File: src/rtl/stack_pkg.sv
// Shared definitions for the stack expression evaluator, its token feeder
// and the benches that drive them.
package stack_pkg;

    localparam int unsigned TOKEN_W  = 7;
    localparam int unsigned ANSWER_W = 10;

    // Token codes agreed between producer, feeder and evaluator.
    // The feeder treats every code as opaque data.
    localparam logic [TOKEN_W-1:0] TOK_DIGIT_BASE = 7'h30; // '0'..'9' follow
    localparam logic [TOKEN_W-1:0] TOK_ADD        = 7'h2B;
    localparam logic [TOKEN_W-1:0] TOK_SUB        = 7'h2D;
    localparam logic [TOKEN_W-1:0] TOK_MUL        = 7'h2A;
    localparam logic [TOKEN_W-1:0] TOK_LPAREN     = 7'h28;
    localparam logic [TOKEN_W-1:0] TOK_RPAREN     = 7'h29;
    localparam logic [TOKEN_W-1:0] TOK_END        = 7'h3D;

    // Issue FSM of the token feeder
    typedef enum logic {
        ST_IDLE  = 1'b0,
        ST_ISSUE = 1'b1
    } feed_state_t;

    // True when a token code is one of the ten digit codes
    function automatic logic is_digit(input logic [TOKEN_W-1:0] tok);
        return (tok >= TOK_DIGIT_BASE) && (tok <= TOK_DIGIT_BASE + 7'd9);
    endfunction

endpackage

File: src/rtl/token_feeder_sync_fifo.sv
// Synchronous FIFO with a separate occupancy counter; pointers wrap
// naturally because DEPTH is a power of two.
module sync_fifo #(
    parameter int unsigned WIDTH = 7,
    parameter int unsigned DEPTH = 16
) (
    input  logic                       clk,
    input  logic                       rst,
    input  logic                       push,
    input  logic [WIDTH-1:0]           wdata,
    input  logic                       pop,
    output logic [WIDTH-1:0]           rdata,
    output logic [$clog2(DEPTH):0]     level,
    output logic                       full,
    output logic                       empty
);

    localparam int unsigned AW = $clog2(DEPTH);
    localparam logic [AW:0] LVL_FULL = (AW+1)'(DEPTH);

    logic [WIDTH-1:0] r_mem [DEPTH];
    logic [AW-1:0]    r_wr_ptr;
    logic [AW-1:0]    r_rd_ptr;
    logic [AW:0]      r_level;
    logic             w_do_push;
    logic             w_do_pop;

    // Qualify requests so a full/empty FIFO can never be corrupted
    always_comb begin
        w_do_push = push && (r_level != LVL_FULL);
        w_do_pop  = pop  && (r_level != '0);
    end

    // Storage: contents are don't-care after reset, so no reset here
    always_ff @(posedge clk) begin
        if (w_do_push) begin
            r_mem[r_wr_ptr] <= wdata;
        end
    end

    // Pointers and occupancy counter
    always_ff @(posedge clk or negedge rst) begin
        if (!rst) begin
            r_wr_ptr <= '0;
            r_rd_ptr <= '0;
            r_level  <= '0;
        end else begin
            if (w_do_push) begin
                r_wr_ptr <= r_wr_ptr + 1'b1;
            end
            if (w_do_pop) begin
                r_rd_ptr <= r_rd_ptr + 1'b1;
            end
            if (w_do_push && !w_do_pop) begin
                r_level <= r_level + 1'b1;
            end else if (w_do_pop && !w_do_push) begin
                r_level <= r_level - 1'b1;
            end
        end
    end

    // Head of queue and status flags from registered state only
    always_comb begin
        rdata = r_mem[r_rd_ptr];
        level = r_level;
        full  = (r_level == LVL_FULL);
        empty = (r_level == '0);
    end

endmodule

File: src/rtl/token_feeder.sv
// Buffers producer tokens and hands them to the evaluator one at a time
// as single-cycle en pulses, only while the evaluator requests them.
module token_feeder
    import stack_pkg::*;
#(
    parameter int unsigned DEPTH = 16,
    parameter int unsigned AW    = 4
) (
    input  logic                clk,
    input  logic                rst,
    input  logic                in_valid,
    input  logic [TOKEN_W-1:0]  in_data,
    output logic                in_ready,
    input  logic                req,
    output logic                en,
    output logic [TOKEN_W-1:0]  variable,
    output logic [AW:0]         level
);

    feed_state_t        r_state;
    logic               r_en;
    logic [TOKEN_W-1:0] r_variable;

    logic               w_push;
    logic               w_pop;
    logic [TOKEN_W-1:0] w_head;
    logic               w_full;
    logic               w_empty;
    logic [AW:0]        w_level;

    // Handshake qualification: pop only from IDLE with a buffered token
    always_comb begin
        w_push = in_valid && !w_full;
        w_pop  = (r_state == ST_IDLE) && req && !w_empty;
    end

    sync_fifo #(
        .WIDTH (TOKEN_W),
        .DEPTH (DEPTH)
    ) u_fifo (
        .clk   (clk),
        .rst   (rst),
        .push  (w_push),
        .wdata (in_data),
        .pop   (w_pop),
        .rdata (w_head),
        .level (w_level),
        .full  (w_full),
        .empty (w_empty)
    );

    // Issue FSM with registered en/variable; ISSUE always lasts one cycle
    always_ff @(posedge clk or negedge rst) begin
        if (!rst) begin
            r_state    <= ST_IDLE;
            r_en       <= 1'b0;
            r_variable <= '0;
        end else begin
            case (r_state)
                ST_IDLE: begin
                    if (w_pop) begin
                        r_state    <= ST_ISSUE;
                        r_en       <= 1'b1;
                        r_variable <= w_head;
                    end
                end
                ST_ISSUE: begin
                    r_state    <= ST_IDLE;
                    r_en       <= 1'b0;
                    r_variable <= '0;
                end
                default: begin
                    r_state    <= ST_IDLE;
                    r_en       <= 1'b0;
                    r_variable <= '0;
                end
            endcase
        end
    end

    // Output wiring
    always_comb begin
        en       = r_en;
        variable = r_variable;
        level    = w_level;
        in_ready = !w_full;
    end

endmodule

File: config.mk
export PLATFORM = sky130hd
export DESIGN_NAME = token_feeder
export DESIGN_NICKNAME = d
export VERILOG_FILES = /design/src/rtl/stack_pkg.sv /design/src/rtl/token_feeder_sync_fifo.sv /design/src/rtl/token_feeder.sv
export SDC_FILE = /design/constraint.sdc
export NUM_CORES = 1
export LEC_CHECK = 0
export ABC_AREA = 1
export ABC_CLOCK_PERIOD_IN_PS = 2300
export BUFFER_PORTS_ARGS = -buffer_cell sky130_fd_sc_hd__buf_4
export CORE_MARGIN = 5
export CORE_UTILIZATION = 28
export CTS_CLUSTER_SIZE = 14
export DETAILED_ROUTE_END_ITERATION = 6
export PLACE_DENSITY_LB_ADDON = 0.12
export SLEW_MARGIN = 20
export SYNTH_ARGS = -nofsm -noshare
export SYNTH_HDL_FRONTEND = slang
export SYNTH_SLANG_ARGS = --single-unit
File: constraint.sdc
create_clock -name clk -period 2.3 [get_ports clk]
set_clock_uncertainty 0.05 [all_clocks]
set_input_delay 0.46 -clock clk [delete_from_list [all_inputs] [get_ports clk]]
set_output_delay 0.46 -clock clk [all_outputs]
set_load 0.02 [all_outputs]
==> results of run 1 <==
-- per-layer routing --
| layer | vias up | GRT usage [%] | wire [um] |
|---|---|---|---|
| li1 | 2017 | - | - |
| met1 | 1947 | 15.8 | 6730 |
| met2 | 49 | 20.4 | 7100 |
| met3 | 12 | 3.13 | 413 |
| met4 | 0 | 3.85 | 174 |
| met5 | - | 0 | 0 |
-- what timing repair did --
| item | CTS | global route |
|---|---|---|
| pin swaps | 1 | 3 |
| setup buffers | 0 | 2 |
| hold buffers | 1 | 0 |
| resized for setup | 0 | 5 |
| endpoints found under the setup margin | 1 | 2 |
| hold endpoints to repair | 22 | 0 |
-- worst max-delay path, cell delays in order (launching register included) --
cell and delay [ns]:
dfrtp_2 0.43, nor4_4 0.33, nand2_2 0.10, nand2_2 0.11, inv_2 0.06, ha_4 0.17, fa_2 0.33, inv_1 0.06
nand2_1 0.06, nand2_1 0.07, a21oi_2 0.05, xor2_1 0.13, nand2_1 0.07, nand2_1 0.05
-- logic make-up after synthesis --
logic type / after synthesis
xor gates and xnor gates: 7
AOI/OAI and AO/OA: 8
adders and majority gates: 10
buffers and inverters: 136
DFF: 134
and+or+nand+nor: 314
-- layout by cell type (no fill, tap or decap), types with 4 or more instances in the layout --
cell / count
o21ai_0: 4
nor3_2: 6
inv_1: 105
inv_2: 4
clkinvlp_4: 4
dfrtp_1: 19
clkbuf_16: 17
xor2_1: 4
buf_4: 35
nand3_1: 94
nand2_1: 197
edfxtp_1: 112
nor3_1: 10
ha_1: 8
-- through the flow --
stage | std cells | utilization, % | worst slack, ns
2_1_floorplan | 609 | - | 0.0171
3_5_place_dp | 894 | 31.0 | 0.0171
3_3_place_gp | 894 | 31.0 | 0.0437
5_1_grt | 929 | 34.2 | 0.00567
6_report | 929 | 34.2 | 0.111
4_1_cts | 927 | 33.9 | 0.0237
-- sequential cells by signal, indices dropped and copies added (netlist names) --
signal	count
en	1
r_state	1
u_fifo.level	5
u_fifo.r_mem	112
u_fifo.r_rd_ptr	4
u_fifo.r_wr_ptr	4
variable	7
-- power breakdown --
group	switching (uW)	internal (uW)	leakage, uW
clock	1050	1710	0.000286
combinational	2060	1030	0.00158
sequential	191	2980	0.00128
-- cell type report --
| cell class | instances | area, um^2 | area share (%) |
|---|---|---|---|
| multi-input combinational | 339 | 1630 | 22.5 |
| timing repair buffer | 39 | 333 | 4.60 |
| sequential | 134 | 3920 | 54.1 |
| clock inverter | 15 | 179 | 2.47 |
| clock buffer | 17 | 425 | 5.88 |
| inverter | 110 | 413 | 5.70 |
| tap | 275 | 344 | 4.75 |
-- how the worst min path moves through the flow --
| stage | from | slack (ns) | endpoint | cells after the start |
|---|---|---|---|---|
| final | in_data[0] | 0.35 | u_fifo.r_mem[0][0]$_DFFE_PP_ | 1 |
| after global routing | in_data[0] | 0.35 | u_fifo.r_mem[3][0]$_DFFE_PP_ | 1 |
| after CTS | in_data[0] | 0.34 | u_fifo.r_mem[13][0]$_DFFE_PP_ | 1 |
| after detailed placement | rst | 0.34 | variable[6]$_DFFE_PN0P_ | 1 |
| after global placement | rst | 0.32 | variable[5]$_DFFE_PN0P_ | 1 |
| after floorplan | rst | 0.11 | en$_DFFE_PN0P_ | 0 |
==> results.sh, run 1 <==
export IMPL_synth_adder_area_share_pct=2.19
export IMPL_total_power_uw=9020
export IMPL_seq_area_frac_synth_pct=64.5
export IMPL_clk_pin_slew_ns=0.06
export IMPL_synth_compound_area_share_pct=0.722
export IMPL_cts_sinks=134
export IMPL_die_area_um2=24700
export IMPL_rows=53
export IMPL_fin_crit_sh_pct=95.2
export IMPL_worstMarginPinSlew_ns=1.11
export IMPL_yosysTopAreaCell="edfxtp_1"
export IMPL_initial_core_util_pct=28.7
export IMPL_clock_root_buffer="clkbuf_16"
export IMPL_irDropWorstVdd_mv=0.513
export IMPL_synthCells=609
export IMPL_maxClockFrequency_mhz=457
export IMPL_synth_top_family_by_area="simple AND/OR/NAND/NOR gates"
export IMPL_io_pins=25
export IMPL_powerDensity_nw_per_um2=1250
export IMPL_core_area_um2=21200
export IMPL_grtUsageTotal_pct=12.3
export IMPL_crit_path_start="u_fifo.level[3]$_DFFE_PN0P_"
export IMPL_critPathKind="reg -> reg"
export IMPL_grt_pass1_wl_mm=22.6
export IMPL_drt_iter0_markers=228
export IMPL_syn_to_final_growth_pct=19.4
export IMPL_rsz0062_at_grt="no"
export IMPL_hold_viol_final=0
export IMPL_drive_gt1_share_pct=13.8
export IMPL_wl_per_cell_um=15.5
export IMPL_clockBufferDepth=2
export IMPL_first_pass_iters=4
export IMPL_cts_buffers=17
export IMPL_r2r_slack_ns=0.11
export IMPL_synth_area_leaders="edfxtp_1 55%, nand2_1 12%, dfrtp_1 9.1%"
export IMPL_place_area_um2=6560
export IMPL_status="completed"
export IMPL_wirelength_mm=14.4
export IMPL_synth_commonest_cells="198 x nand2_1, 112 x edfxtp_1, 107 x inv_1, 94 x nand3_1, 22 x dfrtp_1"
export IMPL_maxCapViolCount=0
export IMPL_reg2reg_depth=13
export IMPL_drc_errors=0
export IMPL_port_buffers=24
export IMPL_ys_types=24
export IMPL_synth_most_common_cell="nand2_1"
export IMPL_synth_ff_type="edfxtp_1"
export IMPL_leakage_uw=0.00314
export IMPL_setup_viol=0
export IMPL_grt_max_degree=60
export IMPL_vias=4025
export IMPL_netlist_area_um2=6060
export IMPL_ys_warnings_count=0
export IMPL_r2r_start="u_fifo.level[3]$_DFFE_PN0P_"
export IMPL_gp_congestion=0.772
export IMPL_cp_arrival_ns=2.45
export IMPL_fin_crit_ns=2.19
export IMPL_maxSlewViolCount=0
export IMPL_ant_nets=0
export IMPL_routed_via_density=4.33
export IMPL_fp_dieH_um=157
export IMPL_synth_top_area_share_pct=55.5
export IMPL_first_global_vias=4091
export IMPL_nets=662
export IMPL_synth_xor_area_share_pct=1.01
export IMPL_rr_endpoint="u_fifo.level[4]$_DFFE_PN0P_"
export IMPL_tns_ns=0
export IMPL_synth_nets=630
export IMPL_antenna_found_initial=0
export IMPL_synth_area_per_cell_um2=9.96
export IMPL_die_w_um=157
export IMPL_start_kind="flop"
export IMPL_async_flop_share_pct=16.4
export IMPL_final_cell_area_um2=7240
export IMPL_cts_tree="built"
export IMPL_slew_headroom_pct=25.3
export IMPL_synthMuxAreaShare_pct=0
export IMPL_place_hpwl_mm=9.36
export IMPL_gr_total_overflow=0
export IMPL_n_antenna_cell=0
export IMPL_required_ns=2.56
export IMPL_crit_fanout=3
export IMPL_htree_levels=4
export IMPL_ys_seq_elements=134
export IMPL_clock_latency_ns=0.42
export IMPL_synth_edf_count=112
export IMPL_synth_simple_area_share_pct=21.9
export IMPL_n_fill_cell=2109
export IMPL_hold_path_class="in -> reg"
export IMPL_critPathCaptureType="flop"
export IMPL_crit_end="u_fifo.level[4]$_DFFE_PN0P_"
export IMPL_hold_worst_slack_ns=0.353
Power figures use the tool's default switching activity.
==> run 2, diff against run 1 <==
--- a/config.mk
+++ b/config.mk
@@ -5,7 +5,6 @@
 export SDC_FILE = /design/constraint.sdc
 export NUM_CORES = 1
 export LEC_CHECK = 0
-export ABC_AREA = 1
 export ABC_CLOCK_PERIOD_IN_PS = 2300
 export BUFFER_PORTS_ARGS = -buffer_cell sky130_fd_sc_hd__buf_4
 export CORE_MARGIN = 5
==> run 2 against run 1 <==
The flow now finishes with violations (setup timing). Cell count is 34% lower. Core utilization grew 1.5 points. Non-clock buffer count is 11 higher. Die area fell by 10%. Largest power group unchanged. Area after synthesis down 11%. Global-route usage down 0.63 points. Final area decreased by 7.0%. Critical path depth fell by 3.
==> results.sh, run 2 <==
export IMPL_grtUsageTotal_pct=11.7
export IMPL_synth_nets=306
export IMPL_fin_crit_sh_pct=106
export IMPL_clockBufferDepth=2
export IMPL_rsz0062_at_grt="yes"
export IMPL_io_pins=25
export IMPL_dp_cells=576
export IMPL_met2_usage_pct=18.8
export IMPL_seq_area_frac_synth_pct=72.6
export IMPL_grt_max_degree=30
export IMPL_maxSlewViolCount=0
export IMPL_setup_viol=2
export IMPL_rows=50
export IMPL_maxClockFrequency_mhz=411
export IMPL_first_global_vias=2957
export IMPL_cts_sinks=134
export IMPL_status="complete, but fails checks"
export IMPL_wl_per_cell_um=19.7
export IMPL_gp_congestion=0.739
export IMPL_initial_core_util_pct=28.6
export IMPL_violations="setup timing"
export IMPL_routed_via_density=4.46
export IMPL_worst_slack_ns=-0.135
export IMPL_critPathKind="reg -> reg"
export IMPL_netlist_area_um2=5390
export IMPL_ys_types=32
export IMPL_use_met3_pct=3.02
export IMPL_powerDensity_nw_per_um2=1290
export IMPL_clock_root_buffer="clkbuf_16"
export IMPL_maxCapViolCount=0
export IMPL_hold_path_class="in -> reg"
export IMPL_ys_warnings_count=0
export IMPL_layout_commonest_cell="edfxtp_1"
export IMPL_drc_errors=0
export IMPL_hold_worst_slack_ns=0.311
export IMPL_cp_arrival_ns=2.72
export IMPL_synth_commonest_cells="112 x edfxtp_1, 28 x mux4_2, 22 x dfrtp_1, 21 x nor2_1, 11 x nand2_1"
export IMPL_largest_reg_flops=112
export IMPL_synth_top_area_share_pct=62.4
export IMPL_synth_ff_type="edfxtp_1"
export IMPL_gr_total_overflow=0
export IMPL_syn_to_final_growth_pct=25.0
export IMPL_instances_no_fill=613
export IMPL_tns_ns=-0.229
export IMPL_synth_area_leaders="edfxtp_1 62%, mux4_2 12%, dfrtp_1 10%"
export IMPL_leakage_uw=0.00233
export IMPL_cts_tree="built"
export IMPL_slew_headroom_pct=48.2
export IMPL_core_area_um2=18800
export IMPL_grt_busiest_layer="met2"
export IMPL_critPathCaptureType="flop"
export IMPL_synth_edf_count=112
export IMPL_use_met1_pct=15.1
export IMPL_required_ns=2.59
export IMPL_fp_dieH_um=149
export IMPL_drive_gt1_share_pct=39.4
export IMPL_crit_fanout=4
export IMPL_n_antenna_cell=0
export IMPL_async_flop_share_pct=16.4
export IMPL_nets=361
export IMPL_synth_most_common_cell="edfxtp_1"
export IMPL_die_w_um=149
export IMPL_hold_viol_final=0
export IMPL_irDropWorstVdd_mv=0.551
export IMPL_drt_iter0_markers=167
export IMPL_cts_buffers=17
export IMPL_worstMarginPinSlew_ns=0.773
export IMPL_htree_levels=4
export IMPL_antenna_found_initial=0
export IMPL_layout_common_cells="112 x edfxtp_1, 45 x buf_4, 28 x mux4_2"
export IMPL_first_pass_iters=4
export IMPL_synthCells=285
export IMPL_yosysTopAreaCell="edfxtp_1"
export IMPL_place_hpwl_mm=7.66
export IMPL_largest_register="u_fifo.r_mem"
export IMPL_wirelength_mm=12.1
export IMPL_grt_pass1_wl_mm=18.4
export IMPL_synth_area_per_cell_um2=18.9
export IMPL_ant_nets=0
export IMPL_ys_seq_elements=134
export IMPL_clk_pin_slew_ns=0.06
export IMPL_fin_crit_ns=2.43
export IMPL_vias=2731
export IMPL_clock_latency_ns=0.42
export IMPL_die_area_um2=22100
export IMPL_start_kind="flop"
export IMPL_port_buffers=24
export IMPL_post_place_ws_ns=-0.166
==> run 2: power by group <==
group | switching, uW | internal (uW) | total [uW]
clock | 965 | 1610 | 2570
sequential | 209 | 3020 | 3230
combinational | 1450 | 1430 | 2880
total | 2630 | 6060 | 8690
==> run 2: worst max-delay path, cell delays in order (launching register included) <==
cell and delay, ns:
dfrtp_2 0.40, or4_4 0.54, o211a_4 0.26, clkinv_4 0.05
ha_4 0.15, inv_4 0.06, ha_4 0.21, a21o_1 0.16
a21oi_2 0.12, mux2i_1 0.22, xnor2_1 0.13
==> run 2: metal layers <==
metal | vias up | wire length [um]
met5 | - | 0
met4 | 0 | 184
met3 | 11 | 380
met2 | 40 | 5900
met1 | 1450 | 5610
li1 | 1230 | -
==> run 2: worst paths after layout <==
kind                                              from                        endpoint  slack [ns]  cells after the start
setup / recovery           u_fifo.level[0]$_DFFE_PN0P_     u_fifo.level[4]$_DFFE_PN0P_       -0.13                     10
hold / removal                              in_data[5]    u_fifo.r_mem[9][5]$_DFFE_PP_        0.31                      1
setup reg to reg           u_fifo.level[0]$_DFFE_PN0P_     u_fifo.level[4]$_DFFE_PN0P_       -0.13                     10
hold reg to reg                      r_state$_DFF_PN0_                  en$_DFFE_PN0P_        0.38                      1
max in group asynchronous                          rst  u_fifo.r_rd_ptr[2]$_DFFE_PN0P_        1.45                      2
min in group asynchronous                          rst     u_fifo.level[4]$_DFFE_PN0P_        0.46                      2
==> run 2: stage by stage <==
stage | util, % | power (uW) | cell area (um^2)
CTS | 35.4 | 8740 | 6670
detailed placement | 32.2 | 6100 | 6060
finish | 35.8 | 8690 | 6730
global placement | 32.2 | 6080 | 6060
global route | 35.8 | 9160 | 6730
floorplan | - | 5060 | 5430
==> run 2: area by class of cell <==
cell class / count / area [um^2]
clock buffer: 21 / 450
fill: 1758 / 12100
multi-input combinational: 128 / 1470
timing repair buffer: 50 / 419
inverter: 9 / 41.3
sequential: 134 / 3920
clock inverter: 11 / 108
tap: 260 / 325
==> run 2: cells by family after synthesis <==
group           share of synthesized area (%)
compound gates                           2.53
flops                                    72.6
fa+ha+maj                                2.46
simple gates                             3.95
xor+xnor                                 1.63
buf+inv                                  1.93
mux                                      14.9
==> run 2: repair_timing <==
action                     in CTS  in global routing
pin swaps                       2                  9
gates cloned                    0                  0
hold buffers                    1                  0
gates resized for setup         9                  8
hold endpoints to repair       22                  0
buffers inserted                1                  3
setup endpoints to repair      52                 17
